### config.mk
export PLATFORM = sky130hd
export DESIGN_NAME = modn_updown_counter
export DESIGN_NICKNAME = d
export VERILOG_FILES = /design/src/rtl/counter_pkg.sv /design/src/rtl/modn_next_state.sv /design/src/rtl/modn_updown_counter.sv
export SDC_FILE = /design/constraint.sdc
export NUM_CORES = 1
export LEC_CHECK = 0
export CAP_MARGIN = 20
export CORE_AREA = 2 2 39 41
export CTS_CLUSTER_SIZE = 12
export DETAILED_ROUTE_END_ITERATION = 6
export DIE_AREA = 0 0 41 43
export MAX_ROUTING_LAYER = met4
export SYNTH_ARGS = -nofsm -noshare
export SYNTH_HDL_FRONTEND = slang
export SYNTH_HIERARCHICAL = 1
export SYNTH_SLANG_ARGS = --single-unit
### constraint.sdc
create_clock -name clk -period 3 [get_ports clk]
set_input_delay 0.6 -clock clk [delete_from_list [all_inputs] [get_ports clk]]
set_output_delay 0.6 -clock clk [all_outputs]
set_load 0.02 [all_outputs]
### src/rtl/counter_pkg.sv
// Shared types and elaboration helpers for the modulo-N up/down counter family.
// Optional Gray output is enabled in the top by MODN_COUNTER_GRAY_OUT_EN.
package counter_pkg;

  typedef enum logic {
    DIR_DOWN = 1'b0,
    DIR_UP   = 1'b1
  } cnt_dir_e;

  // Widest counter the Gray helper can encode.
  localparam int GRAY_MAX_W = 64;

  function automatic logic [GRAY_MAX_W-1:0] bin2gray(input logic [GRAY_MAX_W-1:0] b);
    return b ^ (b >> 1);
  endfunction

  // Bits needed to hold the values 0..m-1.
  function automatic int clog2_mod(input int m);
    return (m <= 1) ? 0 : $clog2(m);
  endfunction

  function automatic int mod_max(input int m);
    return m - 1;
  endfunction

  function automatic bit modulus_ok(input int w, input int m);
    return (w >= 1) && (m >= 2) && (clog2_mod(m) <= w);
  endfunction

endpackage

### src/rtl/modn_next_state.sv
// Combinational next count, wrap and load-error for the modulo-N counter.
// Zero latency; no flow control, priority is clr > load > en.
module modn_next_state
  import counter_pkg::*;
#(
  parameter int WIDTH     = 4,
  parameter int MODULUS   = 16,
  parameter int RESET_VAL = 0,
  parameter int SATURATE  = 0
) (
  input  logic [WIDTH-1:0] q,
  input  logic             en,
  input  logic             up,
  input  logic             load,
  input  logic [WIDTH-1:0] load_val,
  input  logic             clr,
  output logic [WIDTH-1:0] q_d,
  output logic             wrap_d,
  output logic             load_err_d
);

  localparam logic [WIDTH:0]   MOD_EXT = (WIDTH+1)'(MODULUS);
  localparam logic [WIDTH:0]   ONE_EXT = (WIDTH+1)'(1);
  localparam logic [WIDTH-1:0] MAX_VAL = WIDTH'(mod_max(MODULUS));
  localparam logic [WIDTH-1:0] RST_VAL = WIDTH'(RESET_VAL);

  cnt_dir_e         dir;
  logic [WIDTH:0]   q_ext;
  logic [WIDTH:0]   inc_ext;
  logic [WIDTH:0]   dec_ext;
  logic             at_top;
  logic             at_bottom;
  logic             load_oor;

  assign dir     = cnt_dir_e'(up);
  // One extra bit keeps MODULUS = 2^WIDTH representable.
  assign q_ext   = {1'b0, q};
  assign inc_ext = q_ext + ONE_EXT;
  assign dec_ext = q_ext - ONE_EXT;

  assign at_top    = (inc_ext == MOD_EXT);
  assign at_bottom = dec_ext[WIDTH];
  assign load_oor  = ({1'b0, load_val} >= MOD_EXT);

  always_comb begin
    q_d        = q;
    wrap_d     = 1'b0;
    load_err_d = 1'b0;
    if (clr) begin
      q_d = RST_VAL;
    end else if (load) begin
      if (load_oor) begin
        q_d        = MAX_VAL;
        load_err_d = 1'b1;
      end else begin
        q_d = load_val;
      end
    end else if (en) begin
      if (dir == DIR_UP) begin
        if (!at_top) begin
          q_d = inc_ext[WIDTH-1:0];
        end else if (SATURATE == 0) begin
          q_d    = '0;
          wrap_d = 1'b1;
        end
      end else begin
        if (!at_bottom) begin
          q_d = dec_ext[WIDTH-1:0];
        end else if (SATURATE == 0) begin
          q_d    = MAX_VAL;
          wrap_d = 1'b1;
        end
      end
    end
  end

endmodule

### src/rtl/modn_updown_counter.sv
// Modulo-N up/down counter with load, clear, wrap/saturate and cascade tc; q one clock after request.
// No backpressure; MODN_COUNTER_GRAY_OUT_EN adds a registered Gray image q_gray.
module modn_updown_counter
  import counter_pkg::*;
#(
  parameter int WIDTH     = 4,
  parameter int MODULUS   = 16,
  parameter int RESET_VAL = 0,
  parameter int SATURATE  = 0
) (
  input  logic             clk,
  input  logic             rst,
  input  logic             en,
  input  logic             up,
  input  logic             clr,
  input  logic             load,
  input  logic [WIDTH-1:0] load_val,
  output logic [WIDTH-1:0] q,
  output logic             tc,
  output logic             wrap,
  output logic             load_err
`ifdef MODN_COUNTER_GRAY_OUT_EN
  ,
  output logic [WIDTH-1:0] q_gray
`endif
);

  localparam logic [WIDTH-1:0] MAX_VAL = WIDTH'(mod_max(MODULUS));
  localparam logic [WIDTH-1:0] RST_VAL = WIDTH'(RESET_VAL);

  if (!modulus_ok(WIDTH, MODULUS)) begin : g_bad_modulus
    $error("modn_updown_counter: MODULUS must lie in 2..2^WIDTH");
  end
  if (RESET_VAL < 0 || RESET_VAL >= MODULUS) begin : g_bad_reset_val
    $error("modn_updown_counter: RESET_VAL must be below MODULUS");
  end

  logic [WIDTH-1:0] q_q, q_d;
  logic             wrap_q, wrap_d;
  logic             load_err_q, load_err_d;

  modn_next_state #(
    .WIDTH     (WIDTH),
    .MODULUS   (MODULUS),
    .RESET_VAL (RESET_VAL),
    .SATURATE  (SATURATE)
  ) u_next (
    .q          (q_q),
    .en         (en),
    .up         (up),
    .load       (load),
    .load_val   (load_val),
    .clr        (clr),
    .q_d        (q_d),
    .wrap_d     (wrap_d),
    .load_err_d (load_err_d)
  );

  always_ff @(posedge clk) begin
    if (rst) begin
      q_q        <= RST_VAL;
      wrap_q     <= 1'b0;
      load_err_q <= 1'b0;
    end else begin
      q_q        <= q_d;
      wrap_q     <= wrap_d;
      load_err_q <= load_err_d;
    end
  end

  assign q        = q_q;
  assign wrap     = wrap_q;
  assign load_err = load_err_q;

  // Deliberately ungated by load/clr so a cascade sees a stable enable.
  assign tc = en & ((up & (q_q == MAX_VAL)) | (~up & (q_q == '0)));

`ifdef MODN_COUNTER_GRAY_OUT_EN
  if (WIDTH > GRAY_MAX_W) begin : g_bad_gray_width
    $error("modn_updown_counter: WIDTH too large for Gray output");
  end

  localparam logic [WIDTH-1:0] RST_GRAY = WIDTH'(bin2gray(GRAY_MAX_W'(RESET_VAL)));

  logic [WIDTH-1:0] q_gray_q, q_gray_d;

  // Encoded from the next state so the Gray image never lags q.
  assign q_gray_d = WIDTH'(bin2gray(GRAY_MAX_W'(q_d)));

  always_ff @(posedge clk) begin
    if (rst) begin
      q_gray_q <= RST_GRAY;
    end else begin
      q_gray_q <= q_gray_d;
    end
  end

  assign q_gray = q_gray_q;
`endif

endmodule
==> impl_results.rst, run 1 <==
.. list-table::
   :header-rows: 1

   * - Metric
     - Value
   * - Main area contributors after synthesis
     - sky130_fd_sc_hd__dfxtp_1 26%, sky130_fd_sc_hd__nor2b_1 8.1%, sky130_fd_sc_hd__inv_1 5.7%, sky130_fd_sc_hd__a221oi_1 5.7%, sky130_fd_sc_hd__ha_1 5.4%
   * - Total number of vias
     - 457
   * - Nets in the synthesized netlist
     - 70
   * - Clock transition at the register clock pins on the worst setup and hold paths after CTS
     - 40 ps
   * - CP most frequent cell
     - sky130_fd_sc_hd__clkdlybuf4s50_1
   * - Syn Inst Count
     - 58
   * - Share of power burned in combinational logic
     - roughly 27%
   * - Standard-cell rows
     - 14
   * - Number of buffers inserted during clock tree synthesis
     - 3
   * - Count of antenna diodes in the layout
     - 0
   * - Max-slew violation total from the final report
     - 0
   * - Distinct cells, synth
     - 28
   * - Net Switching
     - 60.4 µW
   * - Hold_buf cts
     - 0
   * - Routed length per placed instance
     - 11.3 µm
   * - Worst path required time
     - 2400 ps
   * - Maximum fanout count along the critical path
     - 8
   * - Data arrival time at the worst-slack endpoint
     - 2120 ps
   * - Cell-internal power
     - 163 µW
   * - Worst-path cell chain
     - clkdlybuf4s50_1 -> nand2b_1 -> o22ai_1 -> clkdlybuf4s50_1
   * - CP peak stage delay
     - 620 ps
   * - Register area share after synthesis
     - about a quarter
   * - Share of synthesized registers carrying an async set or reset
     - 0%
   * - Predominant post-synthesis flop cell
     - sky130_fd_sc_hd__dfxtp_1
   * - Result of the run
     - complete, no violations
   * - Final critical-path required period
     - around 2700 ps
   * - Sum Neg Setup Slack
     - 0 ps
   * - Fraction of post-synthesis cell area in the top cell type by area
     - 26.0%
   * - Number of vias per cell
     - approximately 5
   * - Root cell of the clock tree
     - sky130_fd_sc_hd__clkbuf_4
   * - Total global routing overflow
     - 0
   * - Final routed DRC violation total
     - 0
   * - Power per standard cell area
     - ~350 mW/mm²
   * - Min Hold Slack
     - 824 ps
   * - Part of the total power dissipated in sequential elements
     - 40.7%
   * - Final worst-path setup slack
     - 284 ps
   * - Number of resized instances in the post-cts repair step
     - 0
   * - Crit share post-route
     - 90.5%
   * - Layout cells sized above 1
     - 5.41%
   * - Standby leakage power
     - around 0.26 nW
   * - Hold violation total from the final report
     - 0
   * - Final-stage net count
     - between 80 and 90
   * - Sort of element at the start of the critical path
     - input pin
   * - 1st-pass router iterations
     - 3
   * - Leading area contributor after synthesis
     - sky130_fd_sc_hd__dfxtp_1
   * - Detailed Route Iter0 Violations
     - 6
   * - Final Skew
     - 1.68 ps
   * - Wire length of the first global-routing pass
     - roughly 1500 µm
   * - Critical Path Sink Type
     - output port
   * - Signed area change from the synthesized netlist to the final layout
     - 38.2%
   * - Power, Total
     - about 220 µW
   * - Classification of the worst-slack hold path
     - flop to flop
   * - Fillers
     - 150
   * - Setup repair after global routing missed its margin
     - no
   * - Number of enable flip-flop cells after synthesis
     - 0
   * - Slowest cell on the critical path
     - sky130_fd_sc_hd__clkdlybuf4s50_1
   * - Clock sink count
     - 6
   * - Pre-CTS setup slack
     - 301 ps
   * - Core occupancy in the finished layout
     - 46.1%
   * - Die Width
     - 41 µm
   * - Standard cell core area
     - approximately 0.0014 mm²
   * - Combined buffer and inverter count along the critical path
     - 2
   * - Mean Syn Cell Area
     - 7.96 µm²
   * - Final number of setup-violating endpoints
     - 0
   * - Vias in the first global route
     - 370
   * - Top delay family on crit path
     - buffers and inverters
   * - Number of maximum-capacitance constraint violations
     - 0
   * - IO Count
     - 17
   * - Warning count from the yosys run
     - 6
   * - Clock buffer depth
     - 2
   * - Portion of total power attributed to the clock network
     - approximately 32%
   * - Total setup buffers inserted after CTS
     - 0
   * - Total global-route track usage
     - 13.1%
   * - Total of flip-flops plus latches after synthesis
     - 6
   * - IO buf count
     - 16
   * - Timing-limited maximum frequency
     - between 0.3 and 0.4 GHz
   * - Dominant cell by count in the synthesized netlist
     - sky130_fd_sc_hd__inv_1
   * - Sw Share
     - 27.1%
   * - Synth top cells by count
     - 7 x sky130_fd_sc_hd__inv_1, 6 x sky130_fd_sc_hd__dfxtp_1, 6 x sky130_fd_sc_hd__nor2b_1
   * - Largest net degree at the start of global routing
     - 11
   * - CTS H-tree lvls
     - 1
   * - Largest vdd supply drop
     - 201 µV
   * - Number of antenna violations at the first check in global routing
     - 0
   * - Total wire length
     - 1010 µm
   * - Initial Utilization
     - between 30% and 40%
   * - Later-pin clock latency in the skew report
     - ~240 ps
   * - Gp weighted congestion
     - roughly 0.70
   * - Netlist area before placement
     - between 400 and 500 µm²
   * - Final antenna-violating net count
     - 0
   * - Die Footprint
     - 0.00176 mm²
   * - Die H
     - 43 µm
   * - Class of the most critical setup path
     - input pin to output port
   * - CTS tree
     - done
flip-flops by register name, indices dropped and copies added (netlist names):
| signal | count |
|---|---|
| load_err | 1 |
| q | 4 |
| wrap | 1 |
power by group through the flow:
stage	combinational, mW	sequential [mW]	clock, mW
global placement	0.0609	0.0922	0
finish	0.0609	0.0909	0.0714
detailed placement	0.0609	0.0923	0
CTS	0.0613	0.0909	0.0766
floorplan	0.0325	0.0942	0
global route	0.0668	0.0914	0.0807
cell type report:
cell class / count / area, µm² / area share [%]
multi-input combinational: 42 / 289 / 45.3
tap: 16 / 20.0 / 3.14
inverter: 7 / 26.3 / 4.12
timing repair buffer: 16 / 160 / 25.1
clock buffer: 3 / 22.5 / 3.53
sequential: 6 / 120 / 18.8
tightest hold or removal path, stage by stage, from the launching register on:
cell and delay [ps]:
sky130_fd_sc_hd__dfxtp_1 390, sky130_fd_sc_hd__a21oi_1 180, sky130_fd_sc_hd__a221oi_1 80, sky130_fd_sc_hd__nor2b_1 130
placed cells by master (no fill, tap or decap), types with 2 or more instances in the layout:
cell type / netlist / layout
sky130_fd_sc_hd__ha_1: 2 / 2
sky130_fd_sc_hd__dfxtp_1: 6 / 6
sky130_fd_sc_hd__o21ai_0: 2 / 2
sky130_fd_sc_hd__inv_1: 7 / 7
sky130_fd_sc_hd__nor2_1: 4 / 4
sky130_fd_sc_hd__a21oi_1: 4 / 4
sky130_fd_sc_hd__a221oi_1: 3 / 3
sky130_fd_sc_hd__mux2i_1: 2 / 2
sky130_fd_sc_hd__clkdlybuf4s50_1: 0 / 16
sky130_fd_sc_hd__clkbuf_4: 0 / 3
sky130_fd_sc_hd__nor2b_1: 6 / 6
sky130_fd_sc_hd__nand3_1: 3 / 3
cell families after synthesis:
logic type,count (synthesis),synth area share (%)
adder cells (fa/ha/maj),2,5.42
AO/OA/AOI/OAI,15,22.0
other,1,0.812
buffers and inverters,10,11.4
multiplexers,2,4.34
XOR/XNOR,2,3.79
AND/OR/NAND/NOR,20,26.3
flip-flops,6,26.0
worst paths after layout:
| check | depth (start not counted) | slack, ps | startpoint | end |
|---|---|---|---|---|
| max | 4 | 280 | up | tc |
| min reg2reg | 3 | 820 | q[1] | q[1] |
| min | 3 | 820 | q[1] | q[1] |
| max reg2reg | 6 | 1120 | q[0] | q[3] |
metrics by stage:
stage	cells	instance area, µm²
floorplan	58	462
global placement	87	616
detailed placement	87	616
CTS	90	638
global route	90	638
finish	90	638
per-layer routing:
metal  share of wire [%]  global-route usage (%)  up-vias
met5                   0                       -        -
met4                   0                    4.00        0
met3                 5.8                    6.81        0
met2                  47                    18.1       16
met1                  47                    16.2      206
li1                    -                       -      235
(Power assumes the default switching activity.)
==> run 2, diff against run 1 <==
CTS_CLUSTER_DIAMETER = 80   (was default)
clock period = 2.8 ns   (was 3 ns; I/O delays follow)
==> impl_results.rst, run 2 (synthesis results as in run 1) <==
.. list-table::
   :header-rows: 1

   * - Metric
     - Value
   * - Result of the run
     - complete, no violations
   * - Number of maximum-capacitance constraint violations
     - 0
   * - Later-pin clock latency in the skew report
     - between 200 and 250 ps
   * - Amount of wire on met3 after detailed routing
     - between 60 and 70 µm
   * - Final Skew
     - 1.89 ps
   * - Total wire length
     - 1020 µm
   * - HPWL after detailed placement
     - around 780 µm
   * - Metal1 wirelength
     - 445 µm
   * - Die H
     - between 40 and 50 µm
   * - Max-slew violation total from the final report
     - 0
   * - Most frequent cells in the layout
     - 16 x sky130_fd_sc_hd__clkdlybuf4s50_1, 7 x sky130_fd_sc_hd__inv_1, 6 x sky130_fd_sc_hd__nor2b_1, 6 x sky130_fd_sc_hd__dfxtp_1
   * - 1st-pass router iterations
     - 4
   * - CP peak stage delay
     - roughly 630 ps
   * - Initial Utilization
     - 33.4%
   * - Total number of vias
     - 463
   * - Final critical-path required period
     - 2570 ps
   * - Final number of setup-violating endpoints
     - 0
   * - Total global-route track usage
     - about 14%
   * - CTS H-tree lvls
     - 1
   * - Standby leakage power
     - 0.268 nW
   * - Count of antenna diodes in the layout
     - 0
   * - Sum Neg Setup Slack
     - 0 ps
   * - Final-stage net count
     - 90
   * - Classification of the worst-slack hold path
     - flop to flop
   * - Number of vias per cell
     - between 5 and 6
   * - Final antenna-violating net count
     - 0
   * - Standard cell core area
     - roughly 0.0014 mm²
   * - Cell-internal power
     - 176 µW
   * - Wire length of the first global-routing pass
     - 1610 µm
   * - Portion of total power attributed to the clock network
     - 31.6%
   * - Data arrival time at the worst-slack endpoint
     - 2010 ps
   * - Standard-cell rows
     - 14
   * - Signed area change from the synthesized netlist to the final layout
     - 41.5%
   * - Largest vdd supply drop
     - 179 µV
   * - Gp weighted congestion
     - 0.678
   * - Root cell of the clock tree
     - sky130_fd_sc_hd__clkbuf_4
   * - Die Width
     - 41 µm
   * - Number of antenna violations at the first check in global routing
     - 0
   * - Power per standard cell area
     - approximately 370 mW/mm²
   * - Timing-limited maximum frequency
     - about 0.39 GHz
   * - Net Switching
     - 64.9 µW
   * - Detailed Route Iter0 Violations
     - 8
   * - Clock buffer depth
     - 2
   * - Fillers
     - 143
   * - Total setup buffers inserted after CTS
     - 0
   * - Clock transition at the register clock pins on the worst setup and hold paths after CTS
     - 40 ps
   * - Crit share post-route
     - 91.8%
   * - Critical Path Sink Type
     - output port
   * - Hold violation total from the final report
     - 0
   * - Area post-placement
     - roughly 630 µm²
   * - Class of the most critical setup path
     - flop to output port
   * - Most frequent standard cell in the layout excluding fill and tap cells
     - sky130_fd_sc_hd__clkdlybuf4s50_1
   * - Final routed DRC violation total
     - 0
   * - Sw Share
     - 26.9%
   * - Maximum fanout count along the critical path
     - 10
   * - CTS tree
     - done
   * - Area of the multi-input gates
     - between 200 and 300 µm²
   * - Die Footprint
     - 0.00176 mm²
   * - Largest net degree at the start of global routing
     - 11
   * - Hold_buf cts
     - 0
   * - Share of power burned in combinational logic
     - 28.0%
   * - Summed area of non-filler cells in the final layout
     - 653 µm²
   * - IO buf count
     - 16
   * - Total global routing overflow
     - 0
   * - Number of resized instances in the post-cts repair step
     - 0
   * - Area taken by flip-flops and latches
     - 120 µm²
   * - IO Count
     - 17
   * - Flip-flop count of the largest register after layout
     - 4
   * - Total length of routed met2 wires
     - 506 µm
   * - Number of buffers inserted during clock tree synthesis
     - 3
   * - Vias in the first global route
     - between 400 and 500
   * - Routed length per placed instance
     - 11.1 µm
   * - Part of the total power dissipated in sequential elements
     - 40.5%
   * - Layout cells sized above 1
     - 7.89%
   * - Worst path required time
     - 2240 ps
   * - Worst-path cell chain
     - or4_1 -> o22ai_1 -> clkdlybuf4s50_1
   * - Clock sink count
     - 6
   * - Highest metal layer with signal wires
     - met3
   * - Setup repair after global routing missed its margin
     - no
   * - Slowest cell on the critical path
     - sky130_fd_sc_hd__clkdlybuf4s50_1
   * - Sort of element at the start of the critical path
     - flop
[run 2: path summary, 6_finish.rpt]
| path | startpoint | to | slack [ps] | cells after the start |
|---|---|---|---|---|
| worst max-delay path | q[0] | tc | 230 | 3 |
| worst min-delay path | q[1] | q[1] | 820 | 3 |
| worst max register to register | q[0] | q[3] | 950 | 6 |
| worst min register to register | q[1] | q[1] | 820 | 3 |
[run 2: cell type report]
| class | count | share of cell area [%] |
|---|---|---|
| timing repair buffer | 18 | 26.8 |
| sequential | 6 | 18.4 |
| tap | 16 | 3.07 |
| multi-input combinational | 42 | 44.3 |
| inverter | 7 | 4.02 |
| clock buffer | 3 | 3.45 |
[run 2: worst max-delay path, delay by kind of cell (launching register included)]
family	cells	cell delay, ps
and+or+nand+nor	1	540
DFF	1	410
AOI/OAI and AO/OA	1	190
buffers and inverters	1	630
[run 2: power groups by stage]
| stage | combinational (mW) | clock, mW | sequential [mW] |
|---|---|---|---|
| 6_report | 0.0675 | 0.0761 | 0.0976 |
| 2_1_floorplan | 0.0348 | 0 | 0.101 |
| 5_1_grt | 0.0750 | 0.0827 | 0.0988 |
| 4_1_cts | 0.0678 | 0.0807 | 0.0975 |
| 3_5_place_dp | 0.0675 | 0 | 0.0990 |
| 3_3_place_gp | 0.0671 | 0 | 0.0988 |
[run 2: per-stage QoR]
stage	util, %	power (mW)	setup slack (ps)	hold WS [ps]	std cells
after detailed placement	45.6	0.166	282	813	89
after global placement	45.6	0.166	323	817	89
after CTS	47.2	0.246	218	826	92
after global routing	47.2	0.256	114	925	92
final	47.2	0.241	229	822	92
after floorplan	-	0.136	894	632	58
[run 2: routing by layer]
layer	global-route usage, %	vias to the layer above
li1	-	238
met1	17.2	209
met4	4.00	0
met2	20.0	16
met3	4.71	0
met5	-	-
